--- config.mk ---
export PLATFORM = sky130hd
export DESIGN_NAME = gravity_sequencer
export DESIGN_NICKNAME = d
export VERILOG_FILES = /design/src/rtl/gravity_sequencer.sv
export SDC_FILE = /design/constraint.sdc
export NUM_CORES = 1
export LEC_CHECK = 0
export ABC_AREA = 1
export BUFFER_PORTS_ARGS = -buffer_cell sky130_fd_sc_hd__buf_4
export CAP_MARGIN = 15
export CORE_ASPECT_RATIO = 1.25
export CORE_UTILIZATION = 30
export DETAILED_ROUTE_END_ITERATION = 6
export SETUP_SLACK_MARGIN = 0.02
export SKIP_CTS_REPAIR_TIMING = 1
export SLEW_MARGIN = 20
export SYNTH_ARGS = -nofsm -noshare
export SYNTH_HDL_FRONTEND = slang
export SYNTH_SLANG_ARGS = --single-unit
--- constraint.sdc ---
create_clock -name clk -period 1.7 [get_ports clk]
set_input_delay 0.255 -clock clk [delete_from_list [all_inputs] [get_ports clk]]
set_output_delay 0.255 -clock clk [all_outputs]
set_load 0.01 [all_outputs]
--- src/rtl/gravity_sequencer.sv ---
// gravity_sequencer: frame strobe and pair/axis micro-step sweep sequencer for the three-body datapath
module gravity_sequencer #(
  parameter int NUM_PAIRS   = 6,
  parameter int DIV_W       = 2,
  parameter int SYNC_STAGES = 2
) (
  input  logic             clk,
  input  logic             reset,
  input  logic             frame_tick,
  input  logic             blanking,
  input  logic             run,
  input  logic             step_btn,
  input  logic             restart_btn,
  input  logic [DIV_W-1:0] speed,
  output logic             load_init,
  output logic             pos_update,
  output logic             step_en,
  output logic [2:0]       rel,
  output logic             axis,
  output logic [1:0]       p_idx,
  output logic [1:0]       q_idx,
  output logic             busy,
  output logic             overrun
);
  localparam int CW = (1 << DIV_W) - 1;
  typedef enum logic [1:0] {IDLE, POS, SWEEP} state_t;
  state_t state, state_d;
  logic [SYNC_STAGES-1:0] run_q, step_q, rst_q;
  logic step_prev, rst_prev, latch;
  logic [DIV_W-1:0] spd_q;
  logic [CW-1:0] div_cnt, div_d, div_max;
  logic [2:0] rel_d;
  logic axis_d, run_s, step_edge, restart_edge, active, eligible, last_step;
  assign run_s        = run_q[SYNC_STAGES-1];
  assign step_edge    = step_q[SYNC_STAGES-1] & ~step_prev;
  assign restart_edge = rst_q[SYNC_STAGES-1] & ~rst_prev;
  assign active       = run_s | latch;
  assign eligible     = frame_tick & active & (div_cnt == '0);
  assign last_step    = (rel == 3'(NUM_PAIRS - 1)) & axis;
  // A new period starts at count 0, which is where a speed change is picked up
  assign div_max = CW'((1 << spd_q) - 1);
  assign div_d   = (div_cnt == '0) ? ((speed == '0) ? '0 : CW'(1))
                 : (div_cnt == div_max) ? '0 : div_cnt + CW'(1);
  always_ff @(posedge clk) begin
    if (reset) begin
      state      <= IDLE;
      run_q      <= '0;
      step_q     <= '0;
      rst_q      <= '0;
      step_prev  <= 1'b0;
      rst_prev   <= 1'b0;
      latch      <= 1'b0;
      spd_q      <= '0;
      div_cnt    <= '0;
      rel        <= '0;
      axis       <= 1'b0;
      p_idx      <= '0;
      q_idx      <= '0;
      busy       <= 1'b0;
      load_init  <= 1'b0;
      pos_update <= 1'b0;
      overrun    <= 1'b0;
    end else begin
      run_q      <= {run_q[SYNC_STAGES-2:0], run};
      step_q     <= {step_q[SYNC_STAGES-2:0], step_btn};
      rst_q      <= {rst_q[SYNC_STAGES-2:0], restart_btn};
      step_prev  <= step_q[SYNC_STAGES-1];
      rst_prev   <= rst_q[SYNC_STAGES-1];
      state      <= state_d;
      rel        <= rel_d;
      axis       <= axis_d;
      p_idx      <= rel_d[2:1];
      q_idx      <= (rel_d == 3'd0 || rel_d == 3'd5) ? 2'd1 : (rel_d == 3'd2 || rel_d == 3'd4) ? 2'd0 : 2'd2;
      busy       <= state_d != IDLE;
      load_init  <= restart_edge;
      pos_update <= state_d == POS;
      overrun    <= restart_edge ? 1'b0 : overrun | (state == SWEEP && frame_tick);
      latch      <= (restart_edge || state_d == POS) ? 1'b0 : (step_edge && !run_s) ? 1'b1 : latch;
      div_cnt    <= restart_edge ? '0 : (frame_tick && active) ? div_d : div_cnt;
      spd_q      <= (frame_tick && active && div_cnt == '0) ? speed : spd_q;
    end
  end
  always_comb begin
    state_d = state;
    rel_d   = rel;
    axis_d  = axis;
    if (restart_edge) begin
      state_d = IDLE;
      rel_d   = '0;
      axis_d  = 1'b0;
    end else begin
      unique case (state)
        IDLE:  state_d = eligible ? POS : IDLE;
        POS: begin
          state_d = SWEEP;
          rel_d   = '0;
          axis_d  = 1'b0;
        end
        SWEEP: begin
          if (frame_tick) begin
            state_d = eligible ? POS : IDLE;
            rel_d   = '0;
            axis_d  = 1'b0;
          end else if (blanking) begin
            state_d = last_step ? IDLE : SWEEP;
            rel_d   = last_step ? 3'd0 : axis ? rel + 3'd1 : rel;
            axis_d  = ~axis;
          end
        end
        default: state_d = IDLE;
      endcase
    end
  end
  always_comb step_en = (state == SWEEP) && blanking;
endmodule

Word-level counts from Yosys, hierarchy flattened
Index checks and enable logic that the tools add are counted.
{ "totals": {"reg_bits": 28, "latchBits": 0, "ram_bits": 0, "mem_bits_ro": 0, "in_bits": 9, "output_inout_bits": 13, "word_cells": 80, "n_memories": 0} }
{ "classes": {"add_sub_neg": 3, "mul": 0, "n_div": 0, "n_lt_le_gt_ge": 0, "n_eq_ne": 9, "shifts": 1, "n_mux": 20, "bitwise_logic": 10, "n_reduce_logical": 19} }
{ "op_table": {"columns": ["operator", "n"], "rows": [
  ["$mux 3", 7],
  ["$mux 2", 5],
  ["$eq 3x3->1 const B", 3],
  ["$add 3x1->3 const B", 2],
  ["$logic_not 3->1", 2],
  ["$pmux 2 s3", 1],
  ["$pmux 3 s2", 1],
  ["$reduce_or 2->1", 3],
  ["$and 1x1->1", 5],
  ["$logic_and 1x1->1", 5],
  ["$mux 1", 5],
  ["$eq 2x1->1 const B", 2],
  ["$logic_not 2->1", 2],
  ["$reduce_bool 2->1", 2],
  ["$eq 3x2->1 const B", 1],
  ["$eq 3x3->1", 1],
  ["$logic_or 1x1->1", 3],
  ["$ne 3x3->1 const B", 1],
  ["$not 1->1", 3],
  ["$shl 1x2->3 const A", 1],
  ["$sub 3x2->3 const B", 1],
  ["$eq 2x2->1 const B", 1],
  ["$or 1x1->1", 2],
  ["$pmux 1 s2", 1],
  ["other kinds (2)", 2]
]} }

Depth between registers and ports, before layout
Gate-level depths: netlist of run 1.
{ "depth": {"ltp_word": 11, "depth_mapped": 10, "depth_no_buf": 10} }

Worst setup path after synthesis of run 1
No wires, ideal clock.
{ "synth_path": {"path_type": "reg-to-reg", "from": "reg state[0]", "to": "reg q_idx[0]", "setup_time_ns": 0.113, "t_arrival_ns": 1.360, "t_required_ns": 1.587, "slack_ns": 0.227, "path_stages_with_launch": 9, "path_buffers": 0, "synth_period_minus_slack_ns": 1.473, "path_cell_list": "dfxtp_1 -> inv_1 -> ha_1 -> nand3_2 -> nand2_1 -> nand3_1 -> nand2b_1 -> nor2_1 -> nor2_1"} }
{ "synth_via": {"elab_chain_len": 6, "elab_cells_between_ends": 8, "classes_between": "3 x eq/ne; 3 x mux; 2 x reduce/logical"} }
{ "synth_lines": {"columns": ["element", "line_no", "rtl"], "rows": [
  ["from (decl)", "27", "state_t state, state_d;"],
  ["from (signal assigned)", "69", "state <= state_d;"],
  ["$eq 2x2->1 or $eq 2x1->1 (tied branches)", "92", "unique case (state)"],
  ["$pmux 3 s2 *", "92", null],
  ["$mux 3 *", "87", "if (restart_edge) begin"],
  ["$eq 3x3->1 or $logic_not 3->1 (tied branches)", "73", "q_idx <= (rel_d == 3'd0 || rel_d == 3'd5) ? 2'd1 : (rel_d == 3'd2 || rel_d == 3'd4) ? 2'd0 : 2'd2;"],
  ["$logic_or 1x1->1 *", "73", null],
  ["$mux 1 *", "73", null],
  ["to (signal assigned)", "73", null],
  ["to (decl)", "21", "output logic [1:0] q_idx,"]
]} }
Mark *: on every way between the ends. The rest lies on a longest branch, timed or not.
A chain may end at the register's enable or synchronous reset.

Worst setup path after layout of run 1
{ "layout_path": {"from": "reg state[1]", "to": "reg q_idx[0]"} }
The elaborated chain is that of the path after synthesis.

==> results of run 1 <==
-- worst max path at each step --
stage | startpoint | end | cells past startpoint
after floorplan | state[0] | q_idx[0] | 8
after global placement | state[1] | q_idx[0] | 8
after detailed placement | state[1] | q_idx[0] | 8
after CTS | state[1] | q_idx[0] | 8
after global routing | state[0] | q_idx[1] | 10
final | state[1] | q_idx[0] | 8
-- Yosys cell counts --
library cell,n,area [um2]
inv_2,2,7.51
buf_2,1,5.00
nand4_1,2,12.5
nand3_2,1,10.0
nand3b_1,1,7.51
nand2_1,25,93.8
a21oi_2,3,26.3
nand2_2,2,12.5
a21oi_1,8,40.0
o21ai_1,1,5.00
nor3_1,2,10.0
nand2b_1,1,6.26
o21ai_0,7,35.0
nor2_4,2,22.5
buf_4,2,15.0
buf_1,1,3.75
xnor2_1,1,8.76
nand3_1,7,35.0
dfxtp_1,26,521
o21ai_4,1,16.3
o21ai_2,3,26.3
nor4_1,1,6.26
nor2_1,33,124
ha_1,8,100
inv_1,26,97.6
-- cell families after synthesis --
group | synth area share [%]
AOI/OAI and AO/OA | 11.9
xor gates and xnor gates | 0.702
adders and majority gates | 8.02
buffers and inverters | 10.3
DFF | 41.7
and+or+nand+nor | 27.3
-- per-stage QoR --
step                util, %  hold slack, ns
finish                 39.4           0.177
global route           39.4           0.172
CTS                    39.4           0.169
detailed placement     37.5           0.397
global placement       37.5           0.389
floorplan                 -           0.362
-- placed cells by master, fill, tap and decap left out --
| master | n |
|---|---|
| nand4_1 | 2 |
| inv_2 | 2 |
| nor4_1 | 1 |
| nand2_1 | 25 |
| o21ai_2 | 3 |
| a21oi_2 | 3 |
| xnor2_1 | 1 |
| o21ai_0 | 7 |
| bufinv_16 | 1 |
| buf_4 | 22 |
| nand3_2 | 1 |
| dfxtp_2 | 1 |
| ha_1 | 8 |
| clkbuf_8 | 3 |
| o21ai_1 | 1 |
| a21oi_1 | 8 |
| nand2b_1 | 1 |
| nand3b_1 | 1 |
| nand2_2 | 2 |
| nor2_1 | 33 |
| nand3_1 | 7 |
| nor2_4 | 2 |
| o21ai_4 | 1 |
| inv_1 | 26 |
| nor3_1 | 2 |
| dfxtp_1 | 25 |
-- cell type report --
cell class / count / area, um2 / share of cell area [%]
clock buffer: 3 / 41.3 / 2.70
sequential: 26 / 522 / 34.1
inverter: 28 / 105 / 6.87
clock inverter: 1 / 30.0 / 1.96
multi-input combinational: 109 / 598 / 39.1
tap: 54 / 67.6 / 4.42
timing repair buffer: 22 / 165 / 10.8
-- power groups by stage --
stage	Clock, mW	Sequential (mW)	Combinational, mW
after global placement	0	0.653	0.105
final	0.504	0.639	0.104
after floorplan	0	0.653	0.0628
after global routing	0.549	0.641	0.119
after CTS	0.527	0.639	0.105
after detailed placement	0	0.653	0.105
-- worst max-delay path: cells and delay by family (launching register included) --
family                     cells  cell delay, ns
adders and majority gates      1            0.33
DFF                            1            0.36
buffers and inverters          1            0.06
and+or+nand+nor                6            0.65
-- flip-flops by register name (all words and copies together) (netlist names), 2 cells and up --
register,flops
state,2
spd_q,2
step_q,2
rel,3
run_q,2
div_cnt,3
rst_q,2
q_idx,2
-- metal layers --
layer	global-route usage [%]	vias up	wire length [um]
met3	2.09	2	68
met2	19.9	15	1100
met4	4.65	0	32
met5	0	-	0
met1	14.6	438	1050
li1	-	560	-
==> metrics.md, run 1 <==
| Metric | Value |
|---|---|
| Outcome | finished clean |
| Element type at the critical path end | flip-flop |
| Worst reg-to-reg path cell count | 8 |
| Final instance area | 1530 um2 |
| Max cap viols | 0 |
| Routability cong. | 0.837 |
| Count of standard-cell rows | 25 |
| Time the final worst path needs with I/O delays and setup | 1.49 ns |
| Vert. Die Dim | 74.1 um |
| DRC viols | 0 |
| Synth Net Count | 184 |
| Antenna Nets Post-Route | 0 |
| Wire length of the first global-routing pass | 3930 um |
| Remaining global-route overflow | 0 |
| Layout cells sized above 1 | 21.7% |
| Clock Tree Root | clkbuf_8 |
| Vias per cell | 4.18 |
| Worst Path Required | 1.87 ns |
| Period utilisation layout | 87.6% |
| Critical Path AT | 1.66 ns |
| Number of detailed-route iterations in the first pass | 4 |
| Number of I/O pins | 22 |
| Cell area power density | 816 nW/um2 |
| Sort of element at the start of the critical path | flip-flop |
| Vias in the first global route | 919 |
| Number of filler cells placed in the layout | 426 |
| Iteration-0 DRC count of the detailed router | 59 |
| Floorplan core area | 3880 um2 |
| Category of the critical setup timing path | flip-flop to flip-flop |
| Count of endpoints failing hold in the final timing report | 0 |
| Crit Reg-Reg Startpoint | state[1] |
| Leakage power total | 0.726 nW |
| Total number of nets in the final design | 207 |
| Worst-Skew Late Latency | 0.27 ns |
| Clk network pwr share | 40.4% |
| Critical path fanouts, max | 5 |
| Netlist area before placement | 1250 um2 |
| Post-Layout Cell Count | 243 |
| Number of warnings issued by yosys | 0 |
| DIE AREA | 4420 um2 |
| Starting density of the core | 32.2% |
| Setup repair after global routing missed its margin | false |
| Clock tree from TritonCTS | yes |
| Area after DPL | 1460 um2 |
| Launch point of the worst hold path | step_btn |
| Num Clock Sinks | 26 |
| Setup TNS | 0 ns |
| Sequential Power Share | 51.3% |
| Number of setup violations in the final report | 0 |
| Fmax | 0.672 GHz |
| Synth Instances | 167 |
| Estimated wirelength of the detail-placed design | 1780 um |
| Maximum clock insertion buffer count | 2 |
| Logic pwr share | 8.3% |
| Number of inserted diodes | 0 |
| I/O Buffers | 21 |
| Total clock buffers created by CTS | 3 |
| Wirelength per Cell | 9.29 um |
| Die width | 59.7 um |
| Design internal power | 0.985 mW |
| Final setup slack of the worst path | 0.211 ns |
| Share of synthesized area occupied by flip-flops and latches | 41.7% |
| Worst setup slack before clock tree synthesis | 0.165 ns |
| Delay of the slowest critical-path stage | 0.36 ns |
| Maximum VDD drop | 471 uV |
| Library cell appearing most often on the critical path | nor2_1 |
| Type of the tightest min-delay check | primary input to flip-flop |
| Placed cell count | 239 |
| Total routed wirelength | 2260 um |
| Power consumption | 1.25 mW |
| Net switching power of the design | 0.262 mW |
| Synth-to-Final Area Change | 22.6% |
| Critical Path, Cell by Cell | inv_1, ha_1, nand3_2, nand2_1, nand3_1, nand2b_1, nor2_1, nor2_1 |
| Synth cell types | 25 |
| Max-slew violation count | 0 |
| Slowest stage cell on the critical path | dfxtp_2 |
| Hold path endpoint | step_q[0] |
| Hold depth | 3 |
| Measured slew at the worst slew-check pin | 0.259 ns |
| Pin count of the biggest net entering global routing | 18 |
| Number of antenna violations at the first check in global routing | 0 |
| Post-CTS clock slew at the launch and capture registers of the worst setup and hold paths | 0.09 ns |
| Net switching fraction of the power | 21.0% |
| Via count | 1015 |
| Number of synthesized register bits | 26 |
| Worst R2R End | q_idx[0] |
| R2r setup slk | 0.21 ns |
| Worst-case clock skew | 0.00154 ns |
| GR Util All Layers | 11.7% |
| Worst slew slack as a fraction of its limit | 82.7% |
| Post-synthesis average cell area | 7.47 um2 |
| Count of H-tree levels built during CTS | 1 |
(Power assumes the default switching activity.)
==> inputs of run 2 (changes only) <==
- ABC_AREA: 1 -> unset
==> run 2 against run 1 <==
Cell area shrank 0.41%. Fmax shrank 8.1%. Highest routed layer unchanged. Critical path depth shrank 2. Sequential power shrank 0.9%. Critical endpoint is now pos_update. Sequential cell count is the same. Clock skew grew 0.0011 ns. Clock power grew 1%.
==> metrics.md, run 2 <==
| Metric | Value |
|---|---|
| Adder and majority gate portion of the synthesized area | 8.50% (+0.48 points) |
| Post-CTS clock slew at the launch and capture registers of the worst setup and hold paths | 0.09 ns (about the same) |
| WP buf/inv | 1 (unchanged) |
| Basic-gate share of the synthesized area counting and, or, nand and nor cells | 25.4% (-1.9 points) |
| Multiplexer area fraction after synthesis | 1.70% (+1.7 points) |
| Number of antenna violations at the first check in global routing | 0 (unchanged) |
| Top flip-flop cell by instance count after synthesis | dfxtp_1 |
| Iteration-0 DRC count of the detailed router | 36 (-39%) |
| Starting density of the core | 31.4% (-0.79 points) |
| Leakage power total | 0.635 nW (-12%) |
| Fmax | 0.617 GHz (-8.1%) |
| Total number of nets in the final design | 168 (-19%) |
| Number of filler cells placed in the layout | 379 (-11%) |
| Netlist area before placement | 1180 um2 (-5.6%) |
| Post-synthesis share of cell area spent on xor and xnor gates | 1.49% (+0.79 points) |
| Leading post-synthesis cells by cell area | dfxtp_1 44%, ha_1 8.5%, nor2b_1 5.3%, nor2_1 3.8%, o21ai_0 2.6% |
| Biggest registers after layout | div_cnt (3), rel (3) |
| Total routed wirelength | 2360 um (+4.3%) |
| Placed cell count | 185 (-23%) |
| GR Util All Layers | 12.6% (+0.83 points) |
| DIE AREA | 4180 um2 (-5.5%) |
| Maximum VDD drop | 291 uV (-38%) |
| Largest family of logic cells by synthesized area | simple AND/OR/NAND/NOR gates |
| Largest area contributor in the synthesized netlist | dfxtp_1 |
| Clock tree from TritonCTS | yes |
| Setup TNS | 0 ns (unchanged) |
| Count of standard-cell rows | 25 (unchanged) |
| Floorplan core area | 3750 um2 (-3.2%) |
| Count of endpoints failing hold in the final timing report | 0 (unchanged) |
| Maximum clock insertion buffer count | 2 (unchanged) |
| Worst slew slack as a fraction of its limit | 72.4% (-10 points) |
| Setup repair after global routing missed its margin | true |
| Outcome | finished clean |
| Vias per cell | 5.16 (+23%) |
| Logic pwr share | 7.8% (-0.5 points) |
| Pin count of the biggest net entering global routing | 16 (-2) |
| Clock Tree Root | clkbuf_8 |
| Area of all sequential standard cells | 526 um2 (+0.72%) |
| Max cap viols | 0 (unchanged) |
| Die width | 58.0 um (-2.8%) |
| Period utilisation layout | 95.3% (+7.7 points) |
| Worst-Skew Late Latency | 0.27 ns (about the same) |
| Routability cong. | 0.779 (-6.9%) |
| DRC viols | 0 (unchanged) |
| Wire length of the first global-routing pass | 4010 um (+1.9%) |
| Most common cell in the netlist | dfxtp_1 |
| Number of detailed-route iterations in the first pass | 4 (unchanged) |
| Sort of element at the start of the critical path | flip-flop |
| Category of the critical setup timing path | flip-flop to flip-flop |
| Worst-case clock skew | 0.00264 ns (+0.00110 ns) |
| Estimated wirelength of the detail-placed design | 1770 um (-0.17%) |
| Number of flops mapped to enable cells by yosys | 0 (unchanged) |
| Slowest stage cell on the critical path | a2111o_1 |
| Final instance area | 1520 um2 (-0.41%) |
| Commonest cells after routing, fill and taps aside | 26 x buf_4, 24 x dfxtp_1, 12 x nor2_1 |
| Type of the tightest min-delay check | primary input to flip-flop |
| Synth-to-Final Area Change | 29.3% |
| Sequential Power Share | 51.0% (-0.3 points) |
| Most common library cell in the layout ignoring fill and taps | buf_4 |
| Fraction of registers with async set or reset after synthesis | 0% (unchanged) |
| Time the final worst path needs with I/O delays and setup | 1.62 ns (+0.131 ns) |
| Synth Net Count | 140 (-24%) |
| Element type at the critical path end | flip-flop |
| Share of synthesized area occupied by flip-flops and latches | 44.2% (+2.5 points) |
| Vert. Die Dim | 72.0 um (-2.8%) |
| Multi-input gate area | 651 um2 (+8.8%) |
| Total clock buffers created by CTS | 3 (unchanged) |
| Wirelength per Cell | 12.4 um (+33%) |
| Area after DPL | 1400 um2 (-4.1%) |
| Post-Layout Cell Count | 190 (-22%) |
| Num Clock Sinks | 26 (unchanged) |
| Number of synthesized register bits | 26 (unchanged) |
| Yosys top cell area share | 44.2% (+2.5 points) |
| Critical Path AT | 1.83 ns (+0.17 ns) |
| Via count | 980 (-3.4%) |
| Category of cells accounting for the largest share of critical-path delay | compound AO/OA/AOI/OAI gates |
| Net switching fraction of the power | 20.3% (-0.72 points) |
| Count of H-tree levels built during CTS | 1 (unchanged) |
| Synth cell types | 42 (+68%) |
| Clk network pwr share | 41.1% (+0.7 points) |
| Number of warnings issued by yosys | 0 (unchanged) |
| Max-slew violation count | 0 (unchanged) |
| Cell area power density | 814 nW/um2 (-0.19%) |
| Utilization after layout | 40.6% (+1.1 points) |
| Measured slew at the worst slew-check pin | 0.409 ns (+0.150 ns) |
| Worst Path Required | 1.91 ns (+0.04 ns) |
| Number of inserted diodes | 0 (unchanged) |
| Vias in the first global route | 893 (-2.8%) |
| Synth Instances | 123 (-26%) |
| Delay of the slowest critical-path stage | 0.43 ns (+0.07 ns) |
| Number of I/O pins | 22 (unchanged) |
| Critical Path, Cell by Cell | inv_2, ha_1, nand2b_2, or3_1, a2111o_1, a21oi_2 |
| Remaining global-route overflow | 0 (unchanged) |
| I/O Buffers | 21 (unchanged) |
| Number of setup violations in the final report | 0 (unchanged) |
| Compound-Gate Fraction of Synth Area | 14.6% (+2.6 points) |
| Layout cells sized above 1 | 30.7% (+9.0 points) |
| Net switching power of the design | 0.252 mW (-4.0%) |
| Antenna Nets Post-Route | 0 (unchanged) |
| Design internal power | 0.988 mW (+0.30%) |
| Critical path fanouts, max | 3 (-2) |
| Post-synthesis average cell area | 9.57 um2 (+28%) |
| Commonest cells in the netlist | 26 x dfxtp_1, 12 x nor2_1, 10 x nor2b_1 |
[run 2: changes by cell type in the layout (fill, tap and decap cells not counted), moves of 4 or more]
| cell | before | now |
|---|---|---|
| nand2_1 | 25 | 3 |
| nor2_1 | 33 | 12 |
| inv_1 | 26 | 7 |
| nor2b_1 | 0 | 10 |
| a21oi_1 | 8 | 3 |
| nand3_1 | 7 | 2 |
| buf_4 | 22 | 26 |
[run 2: layer usage]
layer	GRT usage [%]	vias up	wire length, um
li1	-	488	-
met1	14.8	461	1040
met2	21.7	27	1180
met3	2.14	4	80
met4	6.35	0	55
met5	0	-	0
[run 2: path summary, 6_finish.rpt]
kind / start / to / slack [ns] / cells past startpoint
setup / recovery: state[0] / pos_update / 0.08 / 6
hold / removal: run / run_q[0] / 0.19 / 2
setup reg to reg: state[0] / pos_update / 0.08 / 6
hold reg to reg: rst_prev / load_init / 0.44 / 1
[run 2: kinds of logic (layout without fill, tap and decap cells)]
| group | after synthesis | count (layout) |
|---|---|---|
| mux | 2 | 2 |
| compound gates | 24 | 24 |
| simple gates | 50 | 50 |
| fa+ha+maj | 8 | 8 |
| buf+inv | 11 | 38 |
| xor+xnor | 2 | 2 |
| flops | 26 | 26 |
[run 2: area by class of cell]
class                           instances  area share [%]
Multi-Input combinational cell         86            42.7
Sequential cell                        26            34.5
Tap cell                               40            3.29
Inverter                                8            1.97
Clock inverter                          1            1.97
Timing Repair Buffer                   26            12.8
Clock buffer                            3            2.71
[run 2: per-stage QoR]
stage	power, mW	hold WS (ns)	setup WS [ns]
after floorplan	0.698	0.334	0.0412
after global placement	0.735	0.416	0.0464
after detailed placement	0.739	0.425	-0.00144
after CTS	1.26	0.180	-0.0471
after global routing	1.31	0.189	0.0125
final	1.24	0.187	0.0796
[run 2: power groups by stage]
stage,combinational [mW],sequential (mW),clock (mW)
2_1_floorplan,0.0494,0.649,0
3_3_place_gp,0.0875,0.647,0
3_5_place_dp,0.0905,0.649,0
4_1_cts,0.0907,0.634,0.531
5_1_grt,0.107,0.635,0.563
6_report,0.0969,0.633,0.510
